--- config.mk ---
export PLATFORM = sky130hd
export DESIGN_NAME = fb_scheduler_flat
export DESIGN_NICKNAME = d
export VERILOG_FILES = /design/src/rtl/fb_scheduler_if.sv /design/src/rtl/fb_scheduler.sv /design/src/flat_wrapper.sv
export SDC_FILE = /design/constraint.sdc
export NUM_CORES = 1
export LEC_CHECK = 0
export BUFFER_PORTS_ARGS = -buffer_cell sky130_fd_sc_hd__buf_2
export CELL_PAD_IN_SITES_DETAIL_PLACEMENT = 0
export CELL_PAD_IN_SITES_GLOBAL_PLACEMENT = 2
export CORE_MARGIN = 2
export CORE_UTILIZATION = 27
export DETAILED_ROUTE_END_ITERATION = 8
export PLACE_DENSITY_LB_ADDON = 0.25
export SYNTH_ARGS = -nofsm -noshare
export SYNTH_HDL_FRONTEND = slang
export SYNTH_SLANG_ARGS = --single-unit
--- constraint.sdc ---
create_clock -name clk -period 3.14 [get_ports clk]
set_clock_uncertainty 0.05 [all_clocks]
set_input_delay 0 -clock clk [delete_from_list [all_inputs] [get_ports clk]]
set_output_delay 0 -clock clk [all_outputs]
set_load 0.03 [all_outputs]
--- src/rtl/fb_scheduler_if.sv ---
// ---------------------------------------------------------------------------
// fb_scheduler_if
//   Bundles every non-clock signal of the framebuffer scheduler.
//   slave  modport : the scheduler itself.
//   master modport : the surrounding system (rasterizer, host, framebuffer
//                    memory, display), which drives the scheduler inputs.
//   Groups:
//     draw_*   : rasterizer pixel stream (valid/ready handshake)
//     clear_*  : clear request, fill colour, busy flag and done pulse
//     pixel_*  : framebuffer write port
//     read_*   : framebuffer read port (data returns one cycle later)
//     scan_*   : display pixel stream
//     drop_cnt : count of out-of-range draw beats
// ---------------------------------------------------------------------------
interface fb_scheduler_if;
   logic        draw_valid;
   logic        draw_ready;
   logic [7:0]  draw_x;
   logic [7:0]  draw_y;
   logic [23:0] draw_color;

   logic        clear_start;
   logic [23:0] clear_color;
   logic        clear_busy;
   logic        clear_done;

   logic        pixel_valid;
   logic [7:0]  pixel_x;
   logic [7:0]  pixel_y;
   logic [23:0] pixel_color;

   logic        read_en;
   logic [7:0]  read_x;
   logic [7:0]  read_y;
   logic [23:0] read_color;

   logic        scan_en;
   logic        scan_valid;
   logic [7:0]  scan_x;
   logic [7:0]  scan_y;
   logic [23:0] scan_color;
   logic        scan_sof;

   logic [15:0] drop_cnt;

   modport slave (
      input  draw_valid, draw_x, draw_y, draw_color,
      input  clear_start, clear_color,
      input  read_color, scan_en,
      output draw_ready, clear_busy, clear_done,
      output pixel_valid, pixel_x, pixel_y, pixel_color,
      output read_en, read_x, read_y,
      output scan_valid, scan_x, scan_y, scan_color, scan_sof,
      output drop_cnt
   );

   modport master (
      output draw_valid, draw_x, draw_y, draw_color,
      output clear_start, clear_color,
      output read_color, scan_en,
      input  draw_ready, clear_busy, clear_done,
      input  pixel_valid, pixel_x, pixel_y, pixel_color,
      input  read_en, read_x, read_y,
      input  scan_valid, scan_x, scan_y, scan_color, scan_sof,
      input  drop_cnt
   );
endinterface

--- src/rtl/fb_scheduler.sv ---
// ---------------------------------------------------------------------------
// fb_scheduler
//   Framebuffer write scheduler. Merges the rasterizer pixel stream and a
//   full-screen clear onto a single framebuffer write port, and (optionally)
//   runs an independent raster scanout on the framebuffer read port.
//
//   Parameters : MAX_X, MAX_Y - last valid column/row (clear, scanout,
//                draw range check).
//   Ports      : clk - sole clock, rising edge
//                rst - asynchronous, active-high reset
//                bus - fb_scheduler_if.slave (draw, clear, pixel write,
//                      framebuffer read, scanout, drop counter)
//
//   Build option: define FB_SCANOUT_EN to include the scanout engine;
//   without it the read_* and scan_* outputs are tied low and scan_en /
//   read_color are ignored.
// ---------------------------------------------------------------------------
module fb_scheduler #(
   parameter int MAX_X = 255,
   parameter int MAX_Y = 255
) (
   input  logic           clk,
   input  logic           rst,
   fb_scheduler_if.slave  bus
);

   localparam logic [0:0] ST_IDLE  = 1'b0;
   localparam logic [0:0] ST_CLEAR = 1'b1;

   localparam logic [7:0] LAST_X = 8'(MAX_X);
   localparam logic [7:0] LAST_Y = 8'(MAX_Y);
   // Range limits one bit wider than the coordinates so the compare stays
   // meaningful even when the limit is the full 8-bit range.
   localparam logic [8:0] LIM_X  = 9'(MAX_X);
   localparam logic [8:0] LIM_Y  = 9'(MAX_Y);

   function automatic logic [15:0] sat_inc16(input logic [15:0] v);
      return (v == 16'hFFFF) ? v : v + 16'd1;
   endfunction

   logic [0:0]  state_q, state_d;
   logic [7:0]  cx_q, cx_d;
   logic [7:0]  cy_q, cy_d;
   logic        tail_q, tail_d;
   logic [23:0] ccol_q, ccol_d;
   logic        ready_q, ready_d;
   logic        done_q, done_d;
   logic        pv_q, pv_d;
   logic [7:0]  px_q, px_d;
   logic [7:0]  py_q, py_d;
   logic [23:0] pc_q, pc_d;
   logic [15:0] drop_q, drop_d;

   logic        accept;
   logic        in_range;

   assign accept   = bus.draw_valid & ready_q;
   assign in_range = ({1'b0, bus.draw_x} <= LIM_X) && ({1'b0, bus.draw_y} <= LIM_Y);

   always_comb begin
      state_d = state_q;
      cx_d    = cx_q;
      cy_d    = cy_q;
      tail_d  = tail_q;
      ccol_d  = ccol_q;
      done_d  = 1'b0;
      pv_d    = 1'b0;
      px_d    = px_q;
      py_d    = py_q;
      pc_d    = pc_q;
      drop_d  = drop_q;

      case (state_q)
         ST_IDLE: begin
            if (accept) begin
               if (in_range) begin
                  pv_d = 1'b1;
                  px_d = bus.draw_x;
                  py_d = bus.draw_y;
                  pc_d = bus.draw_color;
               end else begin
                  drop_d = sat_inc16(drop_q);
               end
            end
            // A coincident draw beat is written this cycle; the first clear
            // write follows on the next one.
            if (bus.clear_start) begin
               state_d = ST_CLEAR;
               cx_d    = 8'd0;
               cy_d    = 8'd0;
               tail_d  = 1'b0;
               ccol_d  = bus.clear_color;
            end
         end
         ST_CLEAR: begin
            // tail_q marks the cycle in which the final write is on the
            // write port; the FSM leaves CLEAR on the following edge.
            if (!tail_q) begin
               pv_d = 1'b1;
               px_d = cx_q;
               py_d = cy_q;
               pc_d = ccol_q;
               if (cx_q == LAST_X) begin
                  cx_d = 8'd0;
                  if (cy_q == LAST_Y) begin
                     tail_d = 1'b1;
                  end else begin
                     cy_d = cy_q + 8'd1;
                  end
               end else begin
                  cx_d = cx_q + 8'd1;
               end
            end else begin
               state_d = ST_IDLE;
               done_d  = 1'b1;
               tail_d  = 1'b0;
               cx_d    = 8'd0;
               cy_d    = 8'd0;
            end
         end
         default: state_d = ST_IDLE;
      endcase

      ready_d = (state_d == ST_IDLE);
   end

   always_ff @(posedge clk or posedge rst) begin
      if (rst) begin
         state_q <= ST_IDLE;
         cx_q    <= 8'd0;
         cy_q    <= 8'd0;
         tail_q  <= 1'b0;
         ccol_q  <= 24'd0;
         ready_q <= 1'b0;
         done_q  <= 1'b0;
         pv_q    <= 1'b0;
         px_q    <= 8'd0;
         py_q    <= 8'd0;
         pc_q    <= 24'd0;
         drop_q  <= 16'd0;
      end else begin
         state_q <= state_d;
         cx_q    <= cx_d;
         cy_q    <= cy_d;
         tail_q  <= tail_d;
         ccol_q  <= ccol_d;
         ready_q <= ready_d;
         done_q  <= done_d;
         pv_q    <= pv_d;
         px_q    <= px_d;
         py_q    <= py_d;
         pc_q    <= pc_d;
         drop_q  <= drop_d;
      end
   end

   assign bus.draw_ready  = ready_q;
   assign bus.clear_busy  = (state_q == ST_CLEAR);
   assign bus.clear_done  = done_q;
   assign bus.pixel_valid = pv_q;
   assign bus.pixel_x     = px_q;
   assign bus.pixel_y     = py_q;
   assign bus.pixel_color = pc_q;
   assign bus.drop_cnt    = drop_q;

`ifdef FB_SCANOUT_EN
   logic [7:0] rx_q, rx_d;
   logic [7:0] ry_q, ry_d;
   logic [7:0] sx_q, sx_d;
   logic [7:0] sy_q, sy_d;
   logic       sv_q, sv_d;
   logic       sof_q, sof_d;
   logic       rd_en;

   // Read request is combinational on scan_en so the first address goes out
   // in the same cycle scanout is enabled; gated so it is low during reset.
   assign rd_en = bus.scan_en & ~rst;

   always_comb begin
      rx_d = 8'd0;
      ry_d = 8'd0;
      if (rd_en) begin
         if (rx_q == LAST_X) begin
            rx_d = 8'd0;
            ry_d = (ry_q == LAST_Y) ? 8'd0 : ry_q + 8'd1;
         end else begin
            rx_d = rx_q + 8'd1;
            ry_d = ry_q;
         end
      end
      // Sample descriptor travels one cycle behind its read request,
      // aligned with read_color returning from the framebuffer.
      sv_d  = rd_en;
      sx_d  = rx_q;
      sy_d  = ry_q;
      sof_d = rd_en && (rx_q == 8'd0) && (ry_q == 8'd0);
   end

   always_ff @(posedge clk or posedge rst) begin
      if (rst) begin
         rx_q  <= 8'd0;
         ry_q  <= 8'd0;
         sx_q  <= 8'd0;
         sy_q  <= 8'd0;
         sv_q  <= 1'b0;
         sof_q <= 1'b0;
      end else begin
         rx_q  <= rx_d;
         ry_q  <= ry_d;
         sx_q  <= sx_d;
         sy_q  <= sy_d;
         sv_q  <= sv_d;
         sof_q <= sof_d;
      end
   end

   assign bus.read_en    = rd_en;
   assign bus.read_x     = rx_q;
   assign bus.read_y     = ry_q;
   assign bus.scan_valid = sv_q;
   assign bus.scan_x     = sx_q;
   assign bus.scan_y     = sy_q;
   assign bus.scan_color = sv_q ? bus.read_color : 24'd0;
   assign bus.scan_sof   = sof_q;
`else
   logic unused_scan;
   assign unused_scan = ^{bus.scan_en, bus.read_color};

   assign bus.read_en    = 1'b0;
   assign bus.read_x     = 8'd0;
   assign bus.read_y     = 8'd0;
   assign bus.scan_valid = 1'b0;
   assign bus.scan_x     = 8'd0;
   assign bus.scan_y     = 8'd0;
   assign bus.scan_color = 24'd0;
   assign bus.scan_sof   = 1'b0;
`endif

endmodule

--- src/flat_wrapper.sv ---
// flat-port wrapper written by rule: the top's interface ports become plain ports
module fb_scheduler_flat 
#(
   parameter int MAX_X = 255,
   parameter int MAX_Y = 255
)
  (clk, rst, bus_draw_valid, bus_draw_x, bus_draw_y, bus_draw_color, bus_clear_start, bus_clear_color, bus_read_color, bus_scan_en, bus_draw_ready, bus_clear_busy, bus_clear_done, bus_pixel_valid, bus_pixel_x, bus_pixel_y, bus_pixel_color, bus_read_en, bus_read_x, bus_read_y, bus_scan_valid, bus_scan_x, bus_scan_y, bus_scan_color, bus_scan_sof, bus_drop_cnt);
  fb_scheduler_if bus_i ();
  input  logic clk;
  input  logic rst;
  input wire logic [$bits(bus_i.draw_valid)-1:0] bus_draw_valid;
  input wire logic [$bits(bus_i.draw_x)-1:0] bus_draw_x;
  input wire logic [$bits(bus_i.draw_y)-1:0] bus_draw_y;
  input wire logic [$bits(bus_i.draw_color)-1:0] bus_draw_color;
  input wire logic [$bits(bus_i.clear_start)-1:0] bus_clear_start;
  input wire logic [$bits(bus_i.clear_color)-1:0] bus_clear_color;
  input wire logic [$bits(bus_i.read_color)-1:0] bus_read_color;
  input wire logic [$bits(bus_i.scan_en)-1:0] bus_scan_en;
  output wire logic [$bits(bus_i.draw_ready)-1:0] bus_draw_ready;
  output wire logic [$bits(bus_i.clear_busy)-1:0] bus_clear_busy;
  output wire logic [$bits(bus_i.clear_done)-1:0] bus_clear_done;
  output wire logic [$bits(bus_i.pixel_valid)-1:0] bus_pixel_valid;
  output wire logic [$bits(bus_i.pixel_x)-1:0] bus_pixel_x;
  output wire logic [$bits(bus_i.pixel_y)-1:0] bus_pixel_y;
  output wire logic [$bits(bus_i.pixel_color)-1:0] bus_pixel_color;
  output wire logic [$bits(bus_i.read_en)-1:0] bus_read_en;
  output wire logic [$bits(bus_i.read_x)-1:0] bus_read_x;
  output wire logic [$bits(bus_i.read_y)-1:0] bus_read_y;
  output wire logic [$bits(bus_i.scan_valid)-1:0] bus_scan_valid;
  output wire logic [$bits(bus_i.scan_x)-1:0] bus_scan_x;
  output wire logic [$bits(bus_i.scan_y)-1:0] bus_scan_y;
  output wire logic [$bits(bus_i.scan_color)-1:0] bus_scan_color;
  output wire logic [$bits(bus_i.scan_sof)-1:0] bus_scan_sof;
  output wire logic [$bits(bus_i.drop_cnt)-1:0] bus_drop_cnt;
  assign bus_i.draw_valid = bus_draw_valid;
  assign bus_i.draw_x = bus_draw_x;
  assign bus_i.draw_y = bus_draw_y;
  assign bus_i.draw_color = bus_draw_color;
  assign bus_i.clear_start = bus_clear_start;
  assign bus_i.clear_color = bus_clear_color;
  assign bus_i.read_color = bus_read_color;
  assign bus_i.scan_en = bus_scan_en;
  assign bus_draw_ready = bus_i.draw_ready;
  assign bus_clear_busy = bus_i.clear_busy;
  assign bus_clear_done = bus_i.clear_done;
  assign bus_pixel_valid = bus_i.pixel_valid;
  assign bus_pixel_x = bus_i.pixel_x;
  assign bus_pixel_y = bus_i.pixel_y;
  assign bus_pixel_color = bus_i.pixel_color;
  assign bus_read_en = bus_i.read_en;
  assign bus_read_x = bus_i.read_x;
  assign bus_read_y = bus_i.read_y;
  assign bus_scan_valid = bus_i.scan_valid;
  assign bus_scan_x = bus_i.scan_x;
  assign bus_scan_y = bus_i.scan_y;
  assign bus_scan_color = bus_i.scan_color;
  assign bus_scan_sof = bus_i.scan_sof;
  assign bus_drop_cnt = bus_i.drop_cnt;
  fb_scheduler #(.MAX_X(MAX_X), .MAX_Y(MAX_Y)) u_core (.clk(clk), .rst(rst), .bus(bus_i));
endmodule
==> results.yml <==
status:
  status: "completed"
clocking:
  clockBufferDepth: 2
  numCtsBuffers: 9
  path_clk_slew_ns: 0.06
  cts_num_sinks: 85
  cts_tree: "done"
  insertion_delay_ns: 0.34
  post_cts_buffers: 0
  ctsHtreeMaxLevel: 3
  cts_root_buf: "clkbuf_16"
final_layout:
  finish.utilization: 0.3697
  areaGrowthSynthToFinish_pct: 33.96
  diodes: 0
  mostFrequentLayoutCells: "buf_2, dfrtp_1, conb_1"
  nets: 682
  final_common_cell: "buf_2"
  post_route_cells_drive_above_1_share: 0.2860
  nFillCells: 1678
synth:
  syn_area_sq_mm: 0.004384
  synthCells: 415
  synth_top_area_frac: 0.4852
  avgSynthCellArea_sq_um: 10.56
  synth_cell_types: 41
  ys_warn_count: 0
  synth-async-reset-ratio: 1.000
  synth.area.top_cells: "dfrtp_1, buf_4, mux2i_1, mux2_2, a21oi_1"
  synth_top_area_cell: "dfrtp_1"
  synth_seq_cells: 85
  synth_edf_count: 0
  synth-main-ff-cell: "dfrtp_1"
  synth-seq-area-share: 0.4852
critical_path:
  path_max_fanout: 7
  crit_type: "reg -> reg"
  arrival_ns: 2.12
  critPathCaptureType: "flop"
  max_stage_delay_ns: 0.41
  start_kind: "flop"
  cpMaxStageDelayCell: "dfrtp_1"
  cp_top_family: "compound AO/OA/AOI/OAI gates"
  worst-path-buf-inv: 0
  crit_chain: "ha_1 -> and4_1 -> a211oi_1 -> o21ai_0 -> mux2_2"
  required_ns: 3.32
run:
  maxCapViolations: 0
detailed_routing:
  drc: 0
  first_iter_violations: 132
  wire_per_inst_microns: 13.03
  via_per_inst: 4.129
  wl_mm: 10.51
  vias: 3332
  ant_nets: 0
  dr.pass1.iters: 4
grt:
  antenna_found_initial: 0
  grt_pass1_wl_mm: 17.46
  grt-ovfl-total: 0
  grt_max_degree: 57
  grt_usage: 0.1262
  grt_pass1_vias: 3492
floorplan:
  rows: 46
  core_region_area_sq_mm: 0.01589
  io_pins: 212
  die_h_microns: 131.4
  initial_core_util: 0.2760
  fp.dieW_microns: 131.4
  dieArea_sq_mm: 0.01727
hold_path:
  hp-class: "in -> reg"
timing:
  setup_violations: 0
  drv_slew: 0
  fmaxAchievable_mhz: 513.0
  fin_crit_sh: 0.6208
  hold_viol: 0
  fin_setup_tns_ns: 0
  min_period_ns: 1.949
  rsz0062_at_grt: "no"
  tightest_slew_ns: 1.030
  slew_headroom: 0.3133
placed_design:
  dp_hpwl_mm: 7.211
  place_congestion: 0.7295
  portBuffers: 111
pwr:
  cellLeakagePower_nw: 3.148
  vdd_drop_max_v: 0.0004180
  power-per-cell-area_mw_per_mm2: 580.6
-- tightest hold or removal path: stages --
cell	delay, ns
buf_2	0.10
or2_2	0.22
a2bb2oi_1	0.09
-- final cells by class --
cell class	instances	area [sq um]	area share
Timing Repair Buffer	185	1286	0.2190
Sequential cell	85	2128	0.3624
Clock buffer	10	239.0	0.04069
Inverter	3	12.51	0.002130
Tap cell	216	270.3	0.04602
Clock inverter	5	75.07	0.01278
Multi-Input combinational cell	303	1862	0.3170
-- flip-flops by register name, indices dropped and copies added (netlist names), 8 cells and up --
signal / cells
u_core.cx_q: 8
u_core.bus.pixel_color: 24
u_core.bus.pixel_y: 8
u_core.cy_q: 8
u_core.ccol_q: 24
u_core.bus.pixel_x: 8
-- final timing paths --
kind	depth (start not counted)	end	slack (ns)	start
setup / recovery	5	u_core.cy_q[0]	1.19	u_core.cy_q[0]
setup reg to reg	5	u_core.cy_q[0]	1.19	u_core.cy_q[0]
hold / removal	3	u_core.cy_q[7]	0.06	bus_clear_start
max in group asynchronous	4	u_core.bus.pixel_color[17]	1.96	rst
hold reg to reg	1	u_core.ccol_q[16]	0.45	u_core.ccol_q[16]
min in group asynchronous	3	u_core.bus.pixel_color[15]	0.36	rst
-- through the flow --
step / instances / setup slack, ns / instance area (sq um) / power, mW / hold WS [ns]
floorplan: 489 / 0.8965 / 4662 / 2.087 / 0.1016
global placement: 727 / 1.209 / 4908 / 2.229 / 0.1825
detailed placement: 727 / 1.192 / 4908 / 2.241 / 0.1876
CTS: 807 / 1.181 / 5873 / 3.477 / 0.04941
global route: 807 / 1.074 / 5873 / 3.616 / 0.06600
finish: 807 / 1.191 / 5873 / 3.410 / 0.05654
-- synth_stat cells, types with 2 or more instances --
cell type and number:
nor4_1 2, ha_1 2, nor3_1 2, a41oi_1 2, nor2b_1 2, xor2_1 2
clkbuf_1 7, and4_1 2, and3_1 2, a211o_1 2, o211a_1 2, a21oi_1 43
nor2_1 42, nand4_1 3, buf_2 15, o21ai_0 10, nand2_1 14, mux2i_1 40
and2_1 3, a31oi_1 3, buf_4 75, or2_2 2, inv_1 3, o41ai_1 2
dfrtp_1 85, nand3_1 8, a32o_1 2, mux2_2 25
-- power breakdown --
| group | total [mW] | internal [mW] | switching [mW] |
|---|---|---|---|
| Sequential | 1.45 | 1.29 | 0.166 |
| Clock | 1.14 | 0.710 | 0.427 |
| Combinational | 0.820 | 0.308 | 0.512 |
-- logic make-up (layout without fill, tap and decap cells) --
group | Yosys count | in the layout | share of synthesized area
compound gates | 74 | 74 | 0.1033
xor+xnor | 2 | 2 | 0.003996
fa+ha+maj | 2 | 2 | 0.005707
buf+inv | 101 | 203 | 0.1567
flops | 85 | 85 | 0.4852
mux | 65 | 65 | 0.1555
other cells | 1 | 75 | 0.0008553
simple gates | 85 | 85 | 0.08876
-- metal layers --
metal	GRT usage	wire, microns	up-vias
met4	0.03261	108	0
li1	-	-	1631
met5	0	0	-
met1	0.1473	4450	1594
met2	0.2187	5315	98
met3	0.04630	638	9
-- repair_timing --
item / 4_1_cts / 5_1_grt
endpoints found under the hold margin: 119 / 0
gates resized for setup: 0 / 0
hold buffers: 65 / 0
Power figures use the tool's default switching activity.
